--- config.mk ---
export PLATFORM = sky130hd
export DESIGN_NAME = smi_arbiter
export DESIGN_NICKNAME = d
export VERILOG_FILES = /design/src/rtl/smi_arbiter.sv
export SDC_FILE = /design/constraint.sdc
export NUM_CORES = 1
export LEC_CHECK = 0
export CAP_MARGIN = 20
export CORE_MARGIN = 4
export CORE_UTILIZATION = 30
export DETAILED_ROUTE_END_ITERATION = 12
export SLEW_MARGIN = 5
export SYNTH_ARGS = -nofsm -noshare
export SYNTH_HDL_FRONTEND = slang
export SYNTH_SLANG_ARGS = --single-unit
--- constraint.sdc ---
create_clock -name clk -period 4.7 [get_ports clk]
set_clock_uncertainty 0.05 [all_clocks]
set_input_delay 1.41 -clock clk [delete_from_list [all_inputs] [get_ports clk]]
set_output_delay 1.41 -clock clk [all_outputs]
set_load 0.01 [all_outputs]
--- src/rtl/smi_arbiter.sv ---
// smi_arbiter
// Round-robin arbiter that lets three requesters share one SMI (MDIO-style)
// management engine. A winner's command is latched at grant time, issued to
// the engine as a one-cycle start pulse, and then tracked until the engine
// reports completion or a timeout expires. Completion is returned to the
// owner as a one-cycle ack, with err on timeout and rdata_valid on a
// successful read.
//
// Ports
//   clk, rst_n        clock and asynchronous active-low reset
//   req               per-requester level request
//   req_wr            per-requester operation (1 write, 0 read)
//   req_phy_addr      5 bits per requester, requester i at [5i+4:5i]
//   req_reg_addr      5 bits per requester, same packing
//   req_wdata         16 bits per requester, requester i at [16i+15:16i]
//   grant             one-hot current owner, 0 when idle
//   ack               one-cycle completion pulse to the owner
//   err               one-cycle pulse with ack when the transaction timed out
//   rdata             last read data, held until the next read
//   rdata_valid       one-cycle pulse with ack on a successful read
//   m_write_req       one-cycle write start pulse to the engine
//   m_read_req        one-cycle read start pulse to the engine
//   m_phy_addr        latched PHY address
//   m_reg_addr        latched register address
//   m_write_data      latched write data
//   m_read_data       read data from the engine
//   m_data_valid      engine read data qualifier
//   m_done            engine completion

module smi_arbiter #(
   parameter int N_REQ   = 3,
   parameter int TIMEOUT = 16384
) (
   input  logic                 clk,
   input  logic                 rst_n,
   input  logic [N_REQ-1:0]     req,
   input  logic [N_REQ-1:0]     req_wr,
   input  logic [5*N_REQ-1:0]   req_phy_addr,
   input  logic [5*N_REQ-1:0]   req_reg_addr,
   input  logic [16*N_REQ-1:0]  req_wdata,
   output logic [N_REQ-1:0]     grant,
   output logic [N_REQ-1:0]     ack,
   output logic                 err,
   output logic [15:0]          rdata,
   output logic [N_REQ-1:0]     rdata_valid,
   output logic                 m_write_req,
   output logic                 m_read_req,
   output logic [4:0]           m_phy_addr,
   output logic [4:0]           m_reg_addr,
   output logic [15:0]          m_write_data,
   input  logic [15:0]          m_read_data,
   input  logic                 m_data_valid,
   input  logic                 m_done
);

   localparam int TW = (TIMEOUT > 1) ? $clog2(TIMEOUT) : 1;

   typedef enum logic [1:0] {IDLE, ISSUE, BUSY, RESP} state_t;

   state_t          state, state_next;
   logic [1:0]      ptr;
   logic [1:0]      owner;
   logic [1:0]      pick;
   logic            pick_ok;
   logic [1:0]      second;
   logic [1:0]      third;
   logic [TW-1:0]   timer;
   logic            timeout_hit;
   logic            err_flag;
   logic            seen_valid;
   logic            cmd_wr;

   logic [4:0]      phy_in [N_REQ];
   logic [4:0]      reg_in [N_REQ];
   logic [15:0]     wd_in  [N_REQ];

   // Unpack the per-requester command buses so the winner can be indexed.
   always_comb begin
      for (int i = 0; i < N_REQ; i++) begin
         phy_in[i] = req_phy_addr[5*i +: 5];
         reg_in[i] = req_reg_addr[5*i +: 5];
         wd_in[i]  = req_wdata[16*i +: 16];
      end
   end

   // Round-robin search order is ptr, ptr+1, ptr+2 (mod 3); the first
   // requester in that order that is asserting req wins.
   always_comb begin
      second  = (ptr == 2'd2) ? 2'd0 : ptr + 2'd1;
      third   = (second == 2'd2) ? 2'd0 : second + 2'd1;
      pick    = 2'd0;
      pick_ok = 1'b0;
      if (req[ptr]) begin
         pick    = ptr;
         pick_ok = 1'b1;
      end else if (req[second]) begin
         pick    = second;
         pick_ok = 1'b1;
      end else if (req[third]) begin
         pick    = third;
         pick_ok = 1'b1;
      end
   end

   assign timeout_hit = (timer == TW'(TIMEOUT - 1));

   // Next-state logic plus the pulse outputs, which are pure decodes of the
   // ISSUE and RESP states so they last exactly one cycle each.
   always_comb begin
      state_next  = state;
      m_write_req = 1'b0;
      m_read_req  = 1'b0;
      ack         = '0;
      err         = 1'b0;
      rdata_valid = '0;
      case (state)
         IDLE: begin
            if (pick_ok) state_next = ISSUE;
         end
         ISSUE: begin
            m_write_req = cmd_wr;
            m_read_req  = !cmd_wr;
            state_next  = BUSY;
         end
         BUSY: begin
            if (m_done || timeout_hit) state_next = RESP;
         end
         RESP: begin
            ack = grant;
            err = err_flag;
            if (!cmd_wr && !err_flag && seen_valid) rdata_valid = grant;
            state_next = IDLE;
         end
         default: state_next = IDLE;
      endcase
   end

   // State register and the datapath: command latch at grant, BUSY timer,
   // read-data capture, and pointer advance when the owner is released.
   // m_done takes priority over the timeout when both occur together.
   always_ff @(posedge clk or negedge rst_n) begin
      if (!rst_n) begin
         state        <= IDLE;
         ptr          <= 2'd0;
         owner        <= 2'd0;
         grant        <= '0;
         cmd_wr       <= 1'b0;
         m_phy_addr   <= '0;
         m_reg_addr   <= '0;
         m_write_data <= '0;
         timer        <= '0;
         err_flag     <= 1'b0;
         seen_valid   <= 1'b0;
         rdata        <= 16'h0000;
      end else begin
         state <= state_next;
         case (state)
            IDLE: begin
               if (pick_ok) begin
                  owner        <= pick;
                  grant        <= N_REQ'(1) << pick;
                  cmd_wr       <= req_wr[pick];
                  m_phy_addr   <= phy_in[pick];
                  m_reg_addr   <= reg_in[pick];
                  m_write_data <= wd_in[pick];
                  timer        <= '0;
                  err_flag     <= 1'b0;
                  seen_valid   <= 1'b0;
               end
            end
            BUSY: begin
               timer <= timer + 1'b1;
               if (m_data_valid && !cmd_wr) begin
                  rdata      <= m_read_data;
                  seen_valid <= 1'b1;
               end
               if (m_done) err_flag <= 1'b0;
               else if (timeout_hit) err_flag <= 1'b1;
            end
            RESP: begin
               grant <= '0;
               timer <= '0;
               ptr   <= (owner == 2'd2) ? 2'd0 : owner + 2'd1;
            end
            default: ;
         endcase
      end
   end

endmodule
==> results of run 1 <==
worst max-delay path: cells and delay by family, from the launching register on:
family	cells	cell delay (ps)
buffers and inverters	1	570
adder cells (fa/ha/maj)	1	470
flip-flops	1	410
AND/OR/NAND/NOR	2	350
synthesized netlist by cell type, types with 2 or more instances:
library cell | n | area (um^2)
buf_1 | 2 | 7.51
or3_1 | 2 | 12.5
o21a_1 | 2 | 15.0
o211ai_1 | 28 | 210
nor3_1 | 4 | 20.0
ha_1 | 5 | 62.6
mux2_2 | 17 | 191
inv_1 | 8 | 30.0
and2_1 | 3 | 18.8
buf_2 | 4 | 20.0
nand2b_1 | 3 | 18.8
mux2i_1 | 4 | 40.0
nand2_1 | 20 | 75.1
nor2b_1 | 5 | 31.3
and4_1 | 3 | 26.3
o31ai_1 | 9 | 67.6
a32oi_1 | 27 | 236
or4_1 | 6 | 45.0
or2_2 | 2 | 12.5
nand3_1 | 6 | 30.0
buf_6 | 2 | 22.5
nor2_1 | 35 | 131
a211oi_1 | 3 | 22.5
a22o_1 | 2 | 17.5
clkbuf_1 | 22 | 82.6
nor4_1 | 2 | 12.5
o21ai_0 | 11 | 55.1
dfrtp_1 | 68 | 1700
a31oi_1 | 29 | 181
a21oi_1 | 10 | 50.1
sequential cells by signal, indices dropped and copies added (netlist names):
register and flops:
cmd_wr 1, err_flag 1, grant 3, m_phy_addr 5, m_reg_addr 5, m_write_data 16, owner 2, ptr 2
rdata 16, seen_valid 1, state 2, timer 14
per-stage QoR:
stage	area (um^2)	instances	utilization (%)	worst slack, ps
final	5620	651	48.8	1120
after global routing	5620	651	48.8	1010
after CTS	5620	651	48.8	1090
after detailed placement	5250	635	45.6	1180
after global placement	5250	635	45.6	1230
after floorplan	3570	358	-	1920
power groups by stage:
stage / clock network, mW / registers (mW) / logic (mW)
floorplan: 0 / 1.05 / 0.727
global placement: 0 / 0.977 / 1.50
detailed placement: 0 / 0.988 / 1.52
CTS: 0.854 / 0.982 / 1.53
global route: 0.888 / 1.01 / 1.65
finish: 0.841 / 0.977 / 1.50
cell usage in the layout, fill, tap and decap left out, types with 9 or more instances in the layout:
| master | count |
|---|---|
| o31ai_1 | 9 |
| o21ai_0 | 11 |
| a21oi_1 | 10 |
| mux2_2 | 17 |
| o211ai_1 | 28 |
| nand2_1 | 20 |
| clkbuf_16 | 9 |
| nor2_1 | 35 |
| a31oi_1 | 29 |
| a32oi_1 | 27 |
| clkdlybuf4s50_1 | 156 |
| dfrtp_1 | 68 |
metal layers:
metal,up-vias,track usage (%),part of all wire (%)
li1,1666,-,-
met1,1676,19.2,41
met2,117,29.0,50
met3,15,5.50,7.7
met4,0,5.12,1.2
met5,-,0,0
cells by family after synthesis:
| group | synth area share [%] |
|---|---|
| AOI/OAI and AO/OA | 26.8 |
| and+or+nand+nor | 12.8 |
| DFF | 47.7 |
| buffers and inverters | 4.56 |
| muxes | 6.48 |
| adders and majority gates | 1.75 |
worst max path at each step:
stage / startpoint / to / slack, ps / cells after the start
detailed placement: req[1] / timer[10]$_DFFE_PN0P_ / 1180 / 5
global placement: req[2] / m_phy_addr[2]$_DFFE_PN0P_ / 1230 / 7
finish: state[0]$_DFFE_PN0P_ / rdata_valid[2] / 1120 / 4
floorplan: req[2] / timer[8]$_DFFE_PN0P_ / 1920 / 6
global route: state[0]$_DFFE_PN0P_ / rdata_valid[2] / 1010 / 4
CTS: state[0]$_DFFE_PN0P_ / rdata_valid[2] / 1090 / 4
layout make-up:
class	count	share of cell area, %
flip-flops and latches	68	30.3
inverters	8	0.534
clock inverters	6	2.38
repair buffers	164	28.8
well taps	143	3.18
clock buffers	10	4.25
multi-input cells	252	30.6
==> results.sh, run 1 <==
export IMPL_outcome="completed"
export IMPL_floorplan_initialDensity_pct=31.0
export IMPL_power_per_cell_area_nw_per_um2=591
export IMPL_tritoncts_clock_tree="built"
export IMPL_worstRegToRegCells=6
export IMPL_remaining_drc_errors=0
export IMPL_postSynthRegisterBits=68
export IMPL_first_global_vias=3668
export IMPL_share_seq_of_total_power_pct=29.4
export IMPL_die_w_um=117
export IMPL_die_height_um=117
export IMPL_min_path_cells=1
export IMPL_yosys_most_used_dff="dfrtp_1"
export IMPL_boundaryPins=158
export IMPL_grt_first_pass_wirelength_um=17800
export IMPL_power_combinational_fraction_pct=45.3
export IMPL_cts_repair_resized=0
export IMPL_netlist_area_um2=3570
export IMPL_post_drt_via_cell_ratio=5.34
export IMPL_final_min_period_over_clock_period_pct=76.2
export IMPL_wire_length_per_cell_after_detailed_routing_um=17.3
export IMPL_rows=39
export IMPL_synth_edff_count=0
export IMPL_p_switching_mw=1.17
export IMPL_dp_hpwl_um=8220
export IMPL_cts_root_buffer_cell="clkbuf_16"
export IMPL_power_report_internal_total_mw=2.15
export IMPL_flow_area_growth_from_synthesis_pct=57.5
export IMPL_grt_overflow_total=0
export IMPL_numCtsBuffers=9
export IMPL_timing_fmax_mhz=279
export IMPL_via_count=3474
export IMPL_yosysUniqueCellTypes=44
export IMPL_finalHoldViolCount=0
export IMPL_maxSlewHeadroom_pct=38.2
export IMPL_antennaDiodeCount=0
export IMPL_finalSetupViolCount=0
export IMPL_h_tree_depth=3
export IMPL_setup_reg_to_reg_worst_slack_ps=2230
export IMPL_category_of_the_worst_setup_path_launch_point="register"
export IMPL_fin_crit_ps=3580
export IMPL_area_sequential_um2=1700
export IMPL_avgSynthCellArea_um2=9.97
export IMPL_yosys_warnings=0
export IMPL_crit_type="reg -> out"
export IMPL_synthesized_instance_count=358
export IMPL_track_usage_pct=16.6
export IMPL_postRouteWirelength_um=11300
export IMPL_multi_input_comb_area_um2=1720
export IMPL_min_path_type="reg -> reg"
export IMPL_clock_sink_count=68
export IMPL_critical_path_required_ps=3240
export IMPL_fin_hold_ws_ps=441
export IMPL_asyncSetResetFlopFracSynth_pct=100
export IMPL_grt_antenna_before_repair=0
export IMPL_cts_max_path_buffers=2
export IMPL_core_area_um2=11500
export IMPL_grt_max_degree=55
export IMPL_netSwitchingFraction_pct=35.2
export IMPL_standby_leakage_power_nw=2.15
export IMPL_drive_above_1_share_pct=9.45
export IMPL_final_fill_count=1092
export IMPL_hold_path_startpoint="owner[1]$_DFFE_PN0P_"
export IMPL_share_of_the_yosys_chip_area_belonging_to_registers_pct=47.7
export IMPL_timing_critical_path_fanout_max=12
export IMPL_port_buffers=157
export IMPL_sum_of_negative_setup_slack_ps=0
export IMPL_maxSlewViolCount=0
export IMPL_setup_worst_path_end_class="output port"
export IMPL_cts_setup_buffers=0
export IMPL_worstReg2RegEnd="timer[8]$_DFFE_PN0P_"
export IMPL_detail_route_iter0_violations=125
export IMPL_worst_pin_slew_ps=926
export IMPL_timing_critical_path_arrival_ps=2120
export IMPL_worst_path_max_delay_cell="clkdlybuf4s50_1"
export IMPL_drt_first_pass_iters=4
export IMPL_layout_nets=612
export IMPL_cts_hold_buffers=0
export IMPL_r2r_path_start="state[1]$_DFFE_PN0P_"
export IMPL_dieArea_um2=13700
export IMPL_drtAntennaViolNets=0
export IMPL_synthesized_net_count=467
export IMPL_power_total_mw=3.32
export IMPL_setup_repair_after_global_routing_missed_its_margin="false"
export IMPL_path_clk_slew_ps=60
export IMPL_cpPeakStageDelay_ps=570
export IMPL_power_clock_fraction_pct=25.3
export IMPL_critical_path_cell_sequence="ha_1, and2_1, nor2b_1, clkdlybuf4s50_1"
export IMPL_worstSkewPairLatency_ps=320
export IMPL_worst_case_hold_path_end_point="ptr[1]$_DFFE_PN0P_"
export IMPL_max_cap_violations=0
export IMPL_routabilityCongestion=0.776
export IMPL_irDropWorstVdd_v=0.000272
Note: power is estimated with default switching activity, not from simulation.
==> inputs of run 2 (changes only) <==
==> constraint.sdc (replaced) <==
create_clock -name clk -period 3.76 [get_ports clk]
set_clock_uncertainty 0.05 [all_clocks]
set_input_delay 1.128 -clock clk [delete_from_list [all_inputs] [get_ports clk]]
set_output_delay 1.128 -clock clk [all_outputs]
set_load 0.01 [all_outputs]
==> run 2 against run 1 <==
Effect of this change: cell count is 0.77% higher; setup slack worse by 630 ps; count of clock-buffer cells in the layout unchanged; sequential share of layout area decreased by 0.15 points; clock power increased by 8.7%; final area increased by 0.49%; largest cell class unchanged.
==> results.sh, run 2 (synthesis gave the netlist of run 1 again) <==
export IMPL_outcome="completed"
export IMPL_fin_hold_ws_ps=453
export IMPL_power_total_mw=4.04
export IMPL_setup_worst_path_end_class="output port"
export IMPL_sum_of_negative_setup_slack_ps=0
export IMPL_drtAntennaViolNets=0
export IMPL_final_fill_count=1104
export IMPL_max_cap_violations=0
export IMPL_pre_cts_ws_ps=571
export IMPL_port_buffers=157
export IMPL_worst_path_max_delay_cell="clkdlybuf4s50_1"
export IMPL_multi_input_comb_area_um2=1720
export IMPL_irDropWorstVdd_v=0.000314
export IMPL_core_area_um2=11500
export IMPL_final_min_period_over_clock_period_pct=87.0
export IMPL_finalHoldViolCount=0
export IMPL_post_dp_cell_area_um2=5330
export IMPL_track_usage_pct=16.3
export IMPL_via_count=3429
export IMPL_numCtsBuffers=9
export IMPL_first_global_vias=3580
export IMPL_tritoncts_clock_tree="built"
export IMPL_worst_case_hold_path_end_point="rdata[3]$_DFFE_PN0P_"
export IMPL_finalSetupViolCount=0
export IMPL_summed_area_of_non_filler_cells_in_the_final_layout_um2=5650
export IMPL_detail_route_iter0_violations=124
export IMPL_routabilityCongestion=0.796
export IMPL_cts_repair_resized=0
export IMPL_boundaryPins=158
export IMPL_grt_max_degree=69
export IMPL_antennaDiodeCount=0
export IMPL_mostFrequentLayoutCells="clkdlybuf4s50_1, dfrtp_1, nor2_1"
export IMPL_crit_type="reg -> out"
export IMPL_postRouteWirelength_um=11100
export IMPL_route_top_layer_used="met4"
export IMPL_cts_setup_buffers=0
export IMPL_dp_hpwl_um=8290
export IMPL_dieArea_um2=13700
export IMPL_standby_leakage_power_nw=2.16
export IMPL_drt_first_pass_iters=4
export IMPL_path_clk_slew_ps=50
export IMPL_critical_path_required_ps=2580
export IMPL_clock_sink_count=68
export IMPL_fin_cells=656
export IMPL_layout_nets=617
export IMPL_cts_hold_buffers=0
export IMPL_routed_wire_length_on_met3_um=926
export IMPL_grt_antenna_before_repair=0
export IMPL_worstReg2RegEnd="timer[3]$_DFFE_PN0P_"
export IMPL_area_sequential_um2=1700
export IMPL_h_tree_depth=3
export IMPL_maxSlewViolCount=0
export IMPL_die_height_um=117
export IMPL_timing_fmax_mhz=306
export IMPL_m1WireLength_um=4430
export IMPL_leading_cell_type_in_the_layout_fill_and_taps_excluded="clkdlybuf4s50_1"
export IMPL_worst_pin_slew_ps=860
export IMPL_remaining_drc_errors=0
export IMPL_cpPeakStageDelay_ps=560
export IMPL_flow_area_growth_from_synthesis_pct=58.3
export IMPL_grt_overflow_total=0
export IMPL_maxSlewHeadroom_pct=42.2
export IMPL_min_path_type="reg -> reg"
export IMPL_wire_length_per_cell_after_detailed_routing_um=16.8
export IMPL_timing_critical_path_arrival_ps=2090
export IMPL_drive_above_1_share_pct=10.3
export IMPL_worstSkewPairLatency_ps=330
export IMPL_reg_largest_list="m_write_data: 16 flops, rdata: 16 flops, timer: 14 flops"
export IMPL_category_of_the_worst_setup_path_launch_point="register"
export IMPL_timing_critical_path_fanout_max=12
export IMPL_setup_reg_to_reg_worst_slack_ps=1380
export IMPL_min_path_cells=1
export IMPL_dr_wl_met2_um=5500
export IMPL_worstRegToRegCells=7
export IMPL_setup_repair_after_global_routing_missed_its_margin="false"
export IMPL_cts_root_buffer_cell="clkbuf_16"
export IMPL_post_drt_via_cell_ratio=5.23
export IMPL_final_core_util_pct=49.1
export IMPL_dp_cells=640
export IMPL_die_w_um=117
export IMPL_finalWorstSetupSlack_ps=489
export IMPL_rows=39
export IMPL_r2r_path_start="state[0]$_DFFE_PN0P_"
export IMPL_hold_path_startpoint="rdata[3]$_DFFE_PN0P_"
export IMPL_critical_path_cell_sequence="ha_1, and2_1, nor2b_1, clkdlybuf4s50_1"
export IMPL_grt_first_pass_wirelength_um=17300
export IMPL_cts_max_path_buffers=2
export IMPL_power_per_cell_area_nw_per_um2=715
export IMPL_floorplan_initialDensity_pct=31.0
export IMPL_fin_crit_ps=3270
## run 2: changes by cell type in the layout (fill, tap and decap cells not counted), sizes merged
| cell | previous run | this run |
|---|---|---|
| clkinv | 1 | 2 |
| clkinvlp | 0 | 1 |
| buf | 8 | 13 |
| bufinv | 4 | 2 |
## run 2: worst max path at each step
stage | from | to | slack [ps] | cells after the start
finish | state[0]$_DFFE_PN0P_ | rdata_valid[2] | 490 | 4
global placement | req[2] | timer[9]$_DFFE_PN0P_ | 630 | 6
CTS | state[0]$_DFFE_PN0P_ | rdata_valid[2] | 450 | 4
detailed placement | req[2] | timer[9]$_DFFE_PN0P_ | 570 | 6
floorplan | req[2] | timer[8]$_DFFE_PN0P_ | 1260 | 6
global route | state[0]$_DFFE_PN0P_ | rdata_valid[2] | 350 | 4
## run 2: area by class of cell
class | count | area share (%)
Clock inverter | 6 | 1.53
Sequential cell | 68 | 30.1
Timing Repair Buffer | 169 | 30.0
Clock buffer | 10 | 4.23
Multi-Input combinational cell | 252 | 30.5
Inverter | 8 | 0.531
Tap cell | 143 | 3.17
## run 2: per-layer routing
metal,GRT usage (%),vias to the layer above
li1,-,1684
met1,18.8,1616
met2,27.5,116
met3,6.53,13
met4,5.58,0
met5,0,-
## run 2: critical path, delay by kind of cell (launching register included)
family	cells	cell delay [ps]
buffers and inverters	1	560
adder cells (fa/ha/maj)	1	450
AND/OR/NAND/NOR	2	340
flip-flops	1	410
## run 2: power breakdown
group	leakage, nW	internal, mW	switching, mW
clock network	0.159	0.598	0.316
logic	1.17	0.963	0.945
registers	0.828	1.03	0.191
total	2.16	2.59	1.45
==> inputs of run 3 (changes only) <==
--- a/config.mk
+++ b/config.mk
@@ -9,6 +9,7 @@
 export CORE_MARGIN = 4
 export CORE_UTILIZATION = 30
 export DETAILED_ROUTE_END_ITERATION = 12
+export SKIP_LAST_GASP = 1
 export SLEW_MARGIN = 5
 export SYNTH_ARGS = -nofsm -noshare
 export SYNTH_HDL_FRONTEND = slang
==> constraint.sdc (replaced) <==
create_clock -name clk -period 3.76 [get_ports clk]
set_clock_uncertainty 0.05 [all_clocks]
set_input_delay 0.752 -clock clk [delete_from_list [all_inputs] [get_ports clk]]
set_output_delay 0.752 -clock clk [all_outputs]
set_load 0.01 [all_outputs]
==> run 3 against run 2 <==
Effect of this change: cell count is 0.46% lower; worst hold slack got worse by 67 ps; clock power down 3.7%; sequential power hardly changed; final area down 1.0%; global-route usage rose by 0.41 points; largest cell class unchanged; utilization is 0.51 points lower; flip-flop and latch count did not move; critical path depth did not move; fmax grew 11%.
==> results.sh, run 3 (synthesis gave the netlist of run 1 again) <==
export IMPL_dieArea_um2=13700
export IMPL_irDropWorstVdd_v=0.000279
export IMPL_wire_length_per_cell_after_detailed_routing_um=17.4
export IMPL_category_of_the_worst_setup_path_launch_point="register"
export IMPL_drtAntennaViolNets=0
export IMPL_grt_antenna_before_repair=0
export IMPL_via_count=3480
export IMPL_boundaryPins=158
export IMPL_timing_critical_path_arrival_ps=2140
export IMPL_worst_path_max_delay_cell="clkdlybuf4s50_1"
export IMPL_sum_of_negative_setup_slack_ps=0
export IMPL_path_clk_slew_ps=60
export IMPL_final_min_period_over_clock_period_pct=78.2
export IMPL_standby_leakage_power_nw=2.13
export IMPL_setup_worst_path_end_class="output port"
export IMPL_grt_overflow_total=0
export IMPL_min_path_type="in -> async"
export IMPL_h_tree_depth=3
export IMPL_worstSkewPairLatency_ps=330
export IMPL_numCtsBuffers=9
export IMPL_first_global_vias=3650
export IMPL_rows=39
export IMPL_cts_hold_buffers=0
export IMPL_maxSlewHeadroom_pct=37.2
export IMPL_cp_num_cells=4
export IMPL_floorplan_initialDensity_pct=31.0
export IMPL_finalSetupViolCount=0
export IMPL_post_dp_cell_area_um2=5280
export IMPL_cts_setup_buffers=0
export IMPL_pre_cts_ws_ps=858
export IMPL_port_buffers=157
export IMPL_critical_path_required_ps=2960
export IMPL_drive_above_1_share_pct=9.61
export IMPL_reg_largest_list="m_write_data: 16 flops, rdata: 16 flops, timer: 14 flops"
export IMPL_outcome="completed"
export IMPL_clock_sink_count=68
export IMPL_drt_first_pass_iters=4
export IMPL_maxSlewViolCount=0
export IMPL_power_total_mw=4.00
export IMPL_finalHoldViolCount=0
export IMPL_timing_fmax_mhz=340
export IMPL_cts_max_path_buffers=2
export IMPL_finalWorstSetupSlack_ps=818
export IMPL_detail_route_iter0_violations=156
export IMPL_worst_path_dominant_cell_family="buffers and inverters"
export IMPL_grt_first_pass_wirelength_um=17900
export IMPL_critical_path_cell_sequence="ha_1, and2_1, nor2b_1, clkdlybuf4s50_1"
export IMPL_mostFrequentLayoutCells="clkdlybuf4s50_1, dfrtp_1, nor2_1"
export IMPL_fin_hold_ws_ps=386
export IMPL_postRouteWirelength_um=11300
export IMPL_track_usage_pct=16.7
export IMPL_flow_area_growth_from_synthesis_pct=56.6
export IMPL_timing_critical_path_fanout_max=12
export IMPL_routabilityCongestion=0.779
export IMPL_cpPeakStageDelay_ps=580
export IMPL_worst_pin_slew_ps=943
export IMPL_core_area_um2=11500
export IMPL_die_w_um=117
export IMPL_max_cap_violations=0
export IMPL_antennaDiodeCount=0
export IMPL_setup_repair_after_global_routing_missed_its_margin="false"
export IMPL_leading_cell_type_in_the_layout_fill_and_taps_excluded="clkdlybuf4s50_1"
export IMPL_worstRegToRegCells=6
export IMPL_dp_hpwl_um=8470
export IMPL_cts_repair_resized=0
export IMPL_layout_nets=614
export IMPL_critical_path_buf_inv_count=1
export IMPL_die_height_um=117
export IMPL_power_per_cell_area_nw_per_um2=716
export IMPL_summed_area_of_non_filler_cells_in_the_final_layout_um2=5590
export IMPL_remaining_drc_errors=0
export IMPL_grt_max_degree=43
export IMPL_crit_type="reg -> out"
export IMPL_fin_crit_ps=2940
export IMPL_post_drt_via_cell_ratio=5.33
export IMPL_tritoncts_clock_tree="built"
export IMPL_cts_root_buffer_cell="clkbuf_16"
==> run 3: cell type report <==
type	count	area, um^2
clock buffer	13	270
clock inverter	3	43.8
fill	1098	5920
inverter	8	30.0
multi-input combinational	252	1720
sequential	68	1700
tap	143	179
timing repair buffer	166	1650
==> run 3: final timing paths <==
path                                 startpoint                   endpoint  slack [ps]
min in group clk           owner[1]$_DFFE_PN0P_         ptr[1]$_DFFE_PN0P_         450
max in group asynchronous                 rst_n      timer[10]$_DFFE_PN0P_        2480
hold / removal                            rst_n  m_phy_addr[2]$_DFFE_PN0P_         390
hold reg to reg            owner[1]$_DFFE_PN0P_         ptr[1]$_DFFE_PN0P_         450
setup / recovery           state[0]$_DFFE_PN0P_             rdata_valid[2]         820
setup reg to reg           state[1]$_DFFE_PN0P_       timer[6]$_DFFE_PN0P_        1250
==> run 3: worst reg2reg max path: cells and delay by family, from the launching register on <==
family | cells | cell delay (ps)
AOI/OAI and AO/OA | 1 | 210
adders and majority gates | 1 | 410
and+or+nand+nor | 2 | 1000
DFF | 1 | 400
buffers and inverters | 2 | 360
==> run 3: power by group <==
group | internal, mW | total, mW | switching [mW]
clock | 0.568 | 0.880 | 0.312
sequential | 1.03 | 1.23 | 0.195
combinational | 0.945 | 1.90 | 0.953
total | 2.54 | 4.00 | 1.46
==> run 3: metal layers <==
layer	global-route usage [%]	part of all wire [%]	up-vias
met2	28.6	50	125
met5	0	0	-
met3	6.68	8.4	12
met4	5.50	1.2	0
met1	19.0	41	1671
li1	-	-	1672
==> run 3: stage by stage <==
step	util, %	cells
after floorplan	-	358
after global placement	45.8	637
after detailed placement	45.8	637
after CTS	48.6	653
after global routing	48.6	653
final	48.6	653
